==> src/rtl/floating_add_cmp_conv_pkg.sv <==
// Shared encodings and IEEE-754 single-precision field constants for the
// add/sub, compare and int-to-float unit.
package floating_add_cmp_conv_pkg;

  localparam int SIGN_W = 1;
  localparam int EXP_W  = 8;
  localparam int FRAC_W = 23;
  localparam int BIAS   = 127;

  localparam logic [31:0]      QNAN    = 32'h7FC0_0000;
  localparam logic [EXP_W-1:0] EXP_MAX = '1;

  typedef enum logic [1:0] {
    OP_ADD = 2'b00,
    OP_SUB = 2'b01,
    OP_I2F = 2'b10,
    OP_CMP = 2'b11
  } op_e;

  typedef enum logic [1:0] {
    CMP_EQ = 2'b00,
    CMP_GT = 2'b01,
    CMP_UN = 2'b10,
    CMP_LT = 2'b11
  } cmp_e;

endpackage

==> src/rtl/fp_lzc.sv <==
// 32-bit leading-zero counter; an all-zero input reports 32.
module fp_lzc (
  input  logic [31:0] value,
  output logic [5:0]  count
);

  // Scanning upward lets the highest set bit overwrite earlier hits.
  always_comb begin
    count = 6'd32;
    for (int i = 0; i < 32; i++) begin
      if (value[i]) count = 6'(31 - i);
    end
  end

endmodule

==> src/rtl/floating_add_cmp_conv.sv <==
// Single-cycle IEEE-754 single add/sub, compare and int32-to-float unit with
// one output register stage; subnormals are treated as signed zero.
module floating_add_cmp_conv
  import floating_add_cmp_conv_pkg::*;
(
  input  logic        clk,
  input  logic        reset,
  input  logic        en,
  input  logic [1:0]  op,
  input  logic [31:0] a,
  input  logic [31:0] b,
  output logic [31:0] result,
  output logic [1:0]  cmp,
  output logic        valid,
  output logic [31:0] debug
);

  localparam int WORD_W   = SIGN_W + EXP_W + FRAC_W;
  localparam int SIGN_BIT = WORD_W - 1;

  op_e op_sel;
  assign op_sel = op_e'(op);

  logic              sign_a, sign_b;
  logic [EXP_W-1:0]  exp_a, exp_b;
  logic [FRAC_W-1:0] frac_a, frac_b;
  logic              zero_a, zero_b, inf_a, inf_b, nan_a, nan_b;
  logic [WORD_W-2:0] mag_a, mag_b;
  logic [23:0]       man_a, man_b;

  assign sign_a = a[SIGN_BIT];
  assign sign_b = b[SIGN_BIT] ^ (op_sel == OP_SUB);
  assign exp_a  = a[SIGN_BIT-1:FRAC_W];
  assign exp_b  = b[SIGN_BIT-1:FRAC_W];
  assign frac_a = a[FRAC_W-1:0];
  assign frac_b = b[FRAC_W-1:0];
  assign zero_a = (exp_a == '0);
  assign zero_b = (exp_b == '0);
  assign inf_a  = (exp_a == EXP_MAX) && (frac_a == '0);
  assign inf_b  = (exp_b == EXP_MAX) && (frac_b == '0);
  assign nan_a  = (exp_a == EXP_MAX) && (frac_a != '0);
  assign nan_b  = (exp_b == EXP_MAX) && (frac_b != '0);
  assign mag_a  = zero_a ? '0 : a[SIGN_BIT-1:0];
  assign mag_b  = zero_b ? '0 : b[SIGN_BIT-1:0];
  assign man_a  = zero_a ? 24'd0 : {1'b1, frac_a};
  assign man_b  = zero_b ? 24'd0 : {1'b1, frac_b};

  logic             a_big, sign_big, eff_sub;
  logic [EXP_W-1:0] exp_big, exp_small, align_diff;
  logic [4:0]       align_amt;
  logic [23:0]      man_big, man_small;
  logic [49:0]      small_wide;
  logic [26:0]      big_ext, small_ext;
  logic [27:0]      sum;

  assign a_big     = (mag_a >= mag_b);
  assign sign_big  = a_big ? sign_a : sign_b;
  assign eff_sub   = sign_a ^ sign_b;
  assign exp_big   = a_big ? exp_a : exp_b;
  assign exp_small = a_big ? exp_b : exp_a;
  assign man_big   = a_big ? man_a : man_b;
  assign man_small = a_big ? man_b : man_a;

  // Any shift of 27 or more leaves only sticky, so 31 is a safe cap.
  assign align_diff = exp_big - exp_small;
  assign align_amt  = (align_diff > 8'd31) ? 5'd31 : align_diff[4:0];
  assign small_wide = {man_small, 26'd0} >> align_amt;
  assign small_ext  = {small_wide[49:24], |small_wide[23:0]};
  assign big_ext    = {man_big, 3'b000};
  assign sum = eff_sub ? ({1'b0, big_ext} - {1'b0, small_ext})
                       : ({1'b0, big_ext} + {1'b0, small_ext});

  logic [31:0] int_mag, lzc_in, norm;
  logic [5:0]  lz;

  assign int_mag = a[31] ? (~a + 32'd1) : a;
  assign lzc_in  = (op_sel == OP_I2F) ? int_mag : {sum, 4'd0};

  fp_lzc u_lzc (
    .value (lzc_in),
    .count (lz)
  );

  // Both paths normalise into the same frame: 24-bit mantissa, guard, sticky.
  logic [23:0]        mant;
  logic               guard, sticky, round_up;
  logic [24:0]        mant_rnd;
  logic [FRAC_W-1:0]  frac_rnd;
  logic signed [9:0]  exp_pre, exp_fin;

  assign norm     = lzc_in << lz;
  assign mant     = norm[31:8];
  assign guard    = norm[7];
  assign sticky   = |norm[6:0];
  assign round_up = guard & (sticky | mant[0]);
  assign mant_rnd = {1'b0, mant} + {24'd0, round_up};
  assign frac_rnd = mant_rnd[24] ? mant_rnd[23:1] : mant_rnd[22:0];
  assign exp_pre  = (op_sel == OP_I2F) ? (10'(BIAS + 31) - {4'd0, lz})
                                       : ({2'd0, exp_big} + 10'd1 - {4'd0, lz});
  assign exp_fin  = exp_pre + {9'd0, mant_rnd[24]};

  logic [31:0] add_res, i2f_res;
  cmp_e        cmp_code;
  logic        key_sign_a, key_sign_b;

  always_comb begin
    add_res = {sign_big, exp_fin[7:0], frac_rnd};
    if (nan_a || nan_b)          add_res = QNAN;
    else if (inf_a && inf_b)     add_res = (sign_a != sign_b) ? QNAN : {sign_a, EXP_MAX, {FRAC_W{1'b0}}};
    else if (inf_a)              add_res = {sign_a, EXP_MAX, {FRAC_W{1'b0}}};
    else if (inf_b)              add_res = {sign_b, EXP_MAX, {FRAC_W{1'b0}}};
    else if (zero_a && zero_b)   add_res = {sign_a & sign_b, 31'd0};
    else if (sum == 28'd0)       add_res = 32'd0;
    else if (exp_fin >= 10'sd255) add_res = {sign_big, EXP_MAX, {FRAC_W{1'b0}}};
    else if (exp_fin <= 10'sd0)  add_res = {sign_big, 31'd0};
  end

  assign i2f_res = (a == 32'd0) ? 32'd0 : {a[31], exp_fin[7:0], frac_rnd};

  assign key_sign_a = sign_a & ~zero_a;
  assign key_sign_b = sign_b & ~zero_b;

  // Signed zero collapses to positive so +0 and -0 compare equal.
  always_comb begin
    cmp_code = CMP_EQ;
    if (nan_a || nan_b)                  cmp_code = CMP_UN;
    else if (key_sign_a != key_sign_b)   cmp_code = key_sign_a ? CMP_LT : CMP_GT;
    else if (mag_a == mag_b)             cmp_code = CMP_EQ;
    else if ((mag_a > mag_b) ^ key_sign_a) cmp_code = CMP_GT;
    else                                 cmp_code = CMP_LT;
  end

  logic [31:0] next_result;
  logic [1:0]  next_cmp;
  logic [7:0]  align_dbg, norm_dbg;

  always_comb begin
    next_result = 32'd0;
    next_cmp    = CMP_EQ;
    align_dbg   = 8'd0;
    norm_dbg    = {2'd0, lz};
    case (op_sel)
      OP_ADD, OP_SUB: begin
        next_result = add_res;
        align_dbg   = align_diff;
      end
      OP_I2F: next_result = i2f_res;
      OP_CMP: begin
        next_cmp = cmp_code;
        norm_dbg = 8'd0;
      end
      default: next_result = 32'd0;
    endcase
  end

  always_ff @(posedge clk) begin
    if (!reset) begin
      valid  <= 1'b0;
      result <= 32'd0;
      cmp    <= 2'd0;
      debug  <= 32'd0;
    end else begin
      valid <= en;
      if (en) begin
        result <= next_result;
        cmp    <= next_cmp;
        debug  <= {14'd0, op, norm_dbg, align_dbg};
      end
    end
  end

endmodule

==> config.mk <==
export PLATFORM = sky130hd
export DESIGN_NAME = floating_add_cmp_conv
export DESIGN_NICKNAME = d
export VERILOG_FILES = /design/src/rtl/floating_add_cmp_conv_pkg.sv /design/src/rtl/fp_lzc.sv /design/src/rtl/floating_add_cmp_conv.sv
export SDC_FILE = /design/constraint.sdc
export NUM_CORES = 1
export LEC_CHECK = 0
export BUFFER_PORTS_ARGS = -buffer_cell sky130_fd_sc_hd__buf_2
export CAP_MARGIN = 10
export CELL_PAD_IN_SITES_DETAIL_PLACEMENT = 1
export CELL_PAD_IN_SITES_GLOBAL_PLACEMENT = 1
export CORE_MARGIN = 5
export CORE_UTILIZATION = 41
export DETAILED_ROUTE_END_ITERATION = 8
export PLACE_DENSITY_LB_ADDON = 0.12
export SLEW_MARGIN = 10
export SYNTH_ARGS = -nofsm -noshare
export SYNTH_HDL_FRONTEND = slang
export SYNTH_SLANG_ARGS = --single-unit
export TNS_END_PERCENT = 30
==> constraint.sdc <==
create_clock -name clk -period 18.9 [get_ports clk]
set_input_delay 3.78 -clock clk [delete_from_list [all_inputs] [get_ports clk]]
set_output_delay 3.78 -clock clk [all_outputs]
set_load 0.03 [all_outputs]
==> impl_metrics.yaml <==
sta:
  fmax_mhz: 54.3
  tns_ps: 0
  relSlewSlack_pct: 22.1
  hold_viol: 0
  whs_ps: 451
  setup_viol: 0
  fin_skew_ps: 0
  max_slew.worst_pin.slew_ps: 1160
  finalMaxSlewViolations: 0
  finalCritPeriodShare_pct: 97.4
  finalWorstSetupSlack_ps: 485
  post-route-min-period_ps: 18420
floorplan:
  io_pins: 136
  coreArea_um2: 38600
  dieArea_um2: 43200
  start_util_pct: 41.5
  die_h_um: 208
  die_w_um: 208
  std_cell_rows: 72
clocking:
  clockBufferDepth: 2
  clock-sinks: 51
  cts_made_buffers: 5
  clk_pin_slew_ps: 70
  clk_latency_ps: 310
  cts_tree: "built"
  h-tree-depth: 2
  clockRootBuffer: "clkbuf_16"
  cts_hold_buf: 0
logic_synthesis:
  ys_types: 118
  synth-simple-area-share_pct: 28.6
  synth_top_family_by_area: "compound AO/OA/AOI/OAI gates"
  ys_warn_count: 0
  synth_compound_area_share_pct: 36.5
  async_flop_share_pct: 0
  synth_mux_area_share_pct: 6.98
  synth_area_um2: 16000
  ys.flop_type: "dfxtp_1"
  synth-edff-count: 0
  ys_ff_latch: 51
  syn_area_per_cell_um2: 6.53
  ys_seq_area_share_pct: 6.36
  syn_inst: 2456
  synth_xor_area_share_pct: 5.45
  synth_fa_ha_area_share_pct: 8.24
pwr:
  powerDensity_nw_per_um2: 93.5
  vdd_drop_max_mv: 0.0595
  finalPower_mw: 1.79
  p_leak_nw: 8.01
final_layout:
  syn_to_final_growth_pct: 19.5
  fill_cells: 5162
  layout-drive-gt1-share_pct: 21.3
  layout_common_cells: "nand2_1 (281), buf_4 (236), nor2_1 (201)"
  layout_commonest_cell: "nand2_1"
  fin_nets: 2841
  register_area_um2: 1020
  final_util_pct: 49.6
  multi_input_area_um2: 14400
critical_path:
  startpoint_type: "primary input"
  critPathCaptureType: "flop"
  reg2reg_depth: 4
  slowest_delay_ps: 570
  crit_arrival_ps: 18610
  slowest_stage: "o21ai_0"
  crit_type: "in2reg"
  required_ps: 19090
  crit_top_cell: "buf_4"
  path_max_fanout: 13
drt:
  drt-initial-drc-count: 2655
  dr.pass1.iters: 6
  wl_per_cell_um: 28.3
  ant_nets: 0
  routed-via-count: 21700
  drt_wl_total_mm: 90.4
  drc_errors: 0
  via_per_inst: 6.81
place:
  dp_slack_ps: -681
  io_buffers: 119
  dp_hpwl_mm: 73.1
  routabilityCongestion: 1.06
global_routing:
  grtUsageTotal_pct: 38.7
  grt_pass1_wl_mm: 133
  grt_pass1_vias: 21200
  grt_max_degree: 62
  grt_antenna_before_repair: 7
  overflow: 0
job:
  drv_cap: 0
outcome:
  status: "finished, final reports clean"
min_path:
  hp-class: "reg2reg"
  hold_depth: 2
Yosys cell counts, types with 46 or more instances:
master    number  area, um^2
dfxtp_1       51        1020
o21ai_0      181         906
a21oi_1      196         981
a211oi_1      51         383
xnor2_1       66         578
nand4_1       46         288
ha_1         100        1250
nand2_1      283        1060
nor3_1        66         330
mux2i_1       62         621
nor2_1       209         785
nand3_1       88         440
clkbuf_1     104         390
inv_1        117         439
sequential cells by signal, summed over array words and instances (netlist names):
signal	flops
result	32
debug	16
cmp	2
valid	1
cells by family after synthesis:
family,count (synthesis)
AO/OA/AOI/OAI,870
XOR/XNOR,99
adder cells (fa/ha/maj),105
buffers and inverters,295
flip-flops,51
multiplexers,104
other,1
AND/OR/NAND/NOR,931
area by class of cell:
class,instances,share of cell area (%)
multi-input combinational,2126,75.0
timing repair buffer,363,13.0
sequential,51,5.33
tap,518,3.38
inverter,123,2.45
clock buffer,5,0.653
clock inverter,3,0.144
antenna,1,0.0131
per-stage QoR:
stage,instances,instance area [um^2]
2_1_floorplan,2471,16100
3_3_place_gp,3152,18300
3_5_place_dp,3152,18300
4_1_cts,3160,18500
5_1_grt,3190,19200
6_report,3190,19200
where the power goes:
| part | total [mW] | internal [mW] | switching [mW] |
|---|---|---|---|
| clock network | 0.0967 | 0.0506 | 0.0460 |
| logic | 1.56 | 0.554 | 1.01 |
| registers | 0.132 | 0.123 | 0.00892 |
per-layer routing:
layer | part of all wire, % | vias up | GRT usage (%)
met1 | 41 | 10700 | 51.4
met5 | 0.083 | - | 0
met4 | 4.8 | 12 | 15.5
met3 | 10 | 252 | 10.6
li1 | - | 9597 | -
met2 | 43 | 1182 | 59.5
worst max-delay path, delay by kind of cell:
kind            cells  cell delay (ps)
compound gates     27             6220
fa+ha+maj           6             1650
buf+inv            14             2110
mux                 2              530
simple gates       23             4260
final timing paths:
kind | from | to | slack (ps)
hold / removal | result[23] | result[23] | 450
setup reg to reg | result[26] | result[26] | 17970
setup / recovery | a[27] | result[1] | 480
hold reg to reg | result[23] | result[23] | 450
timing repair:
action | in CTS | in global routing
cloned | 0 | 1
setup buffers | 0 | 28
resized for setup | 19 | 110
pin swaps | 0 | 35
setup endpoints to repair | 30 | 31
Power figures use the tool's default switching activity.
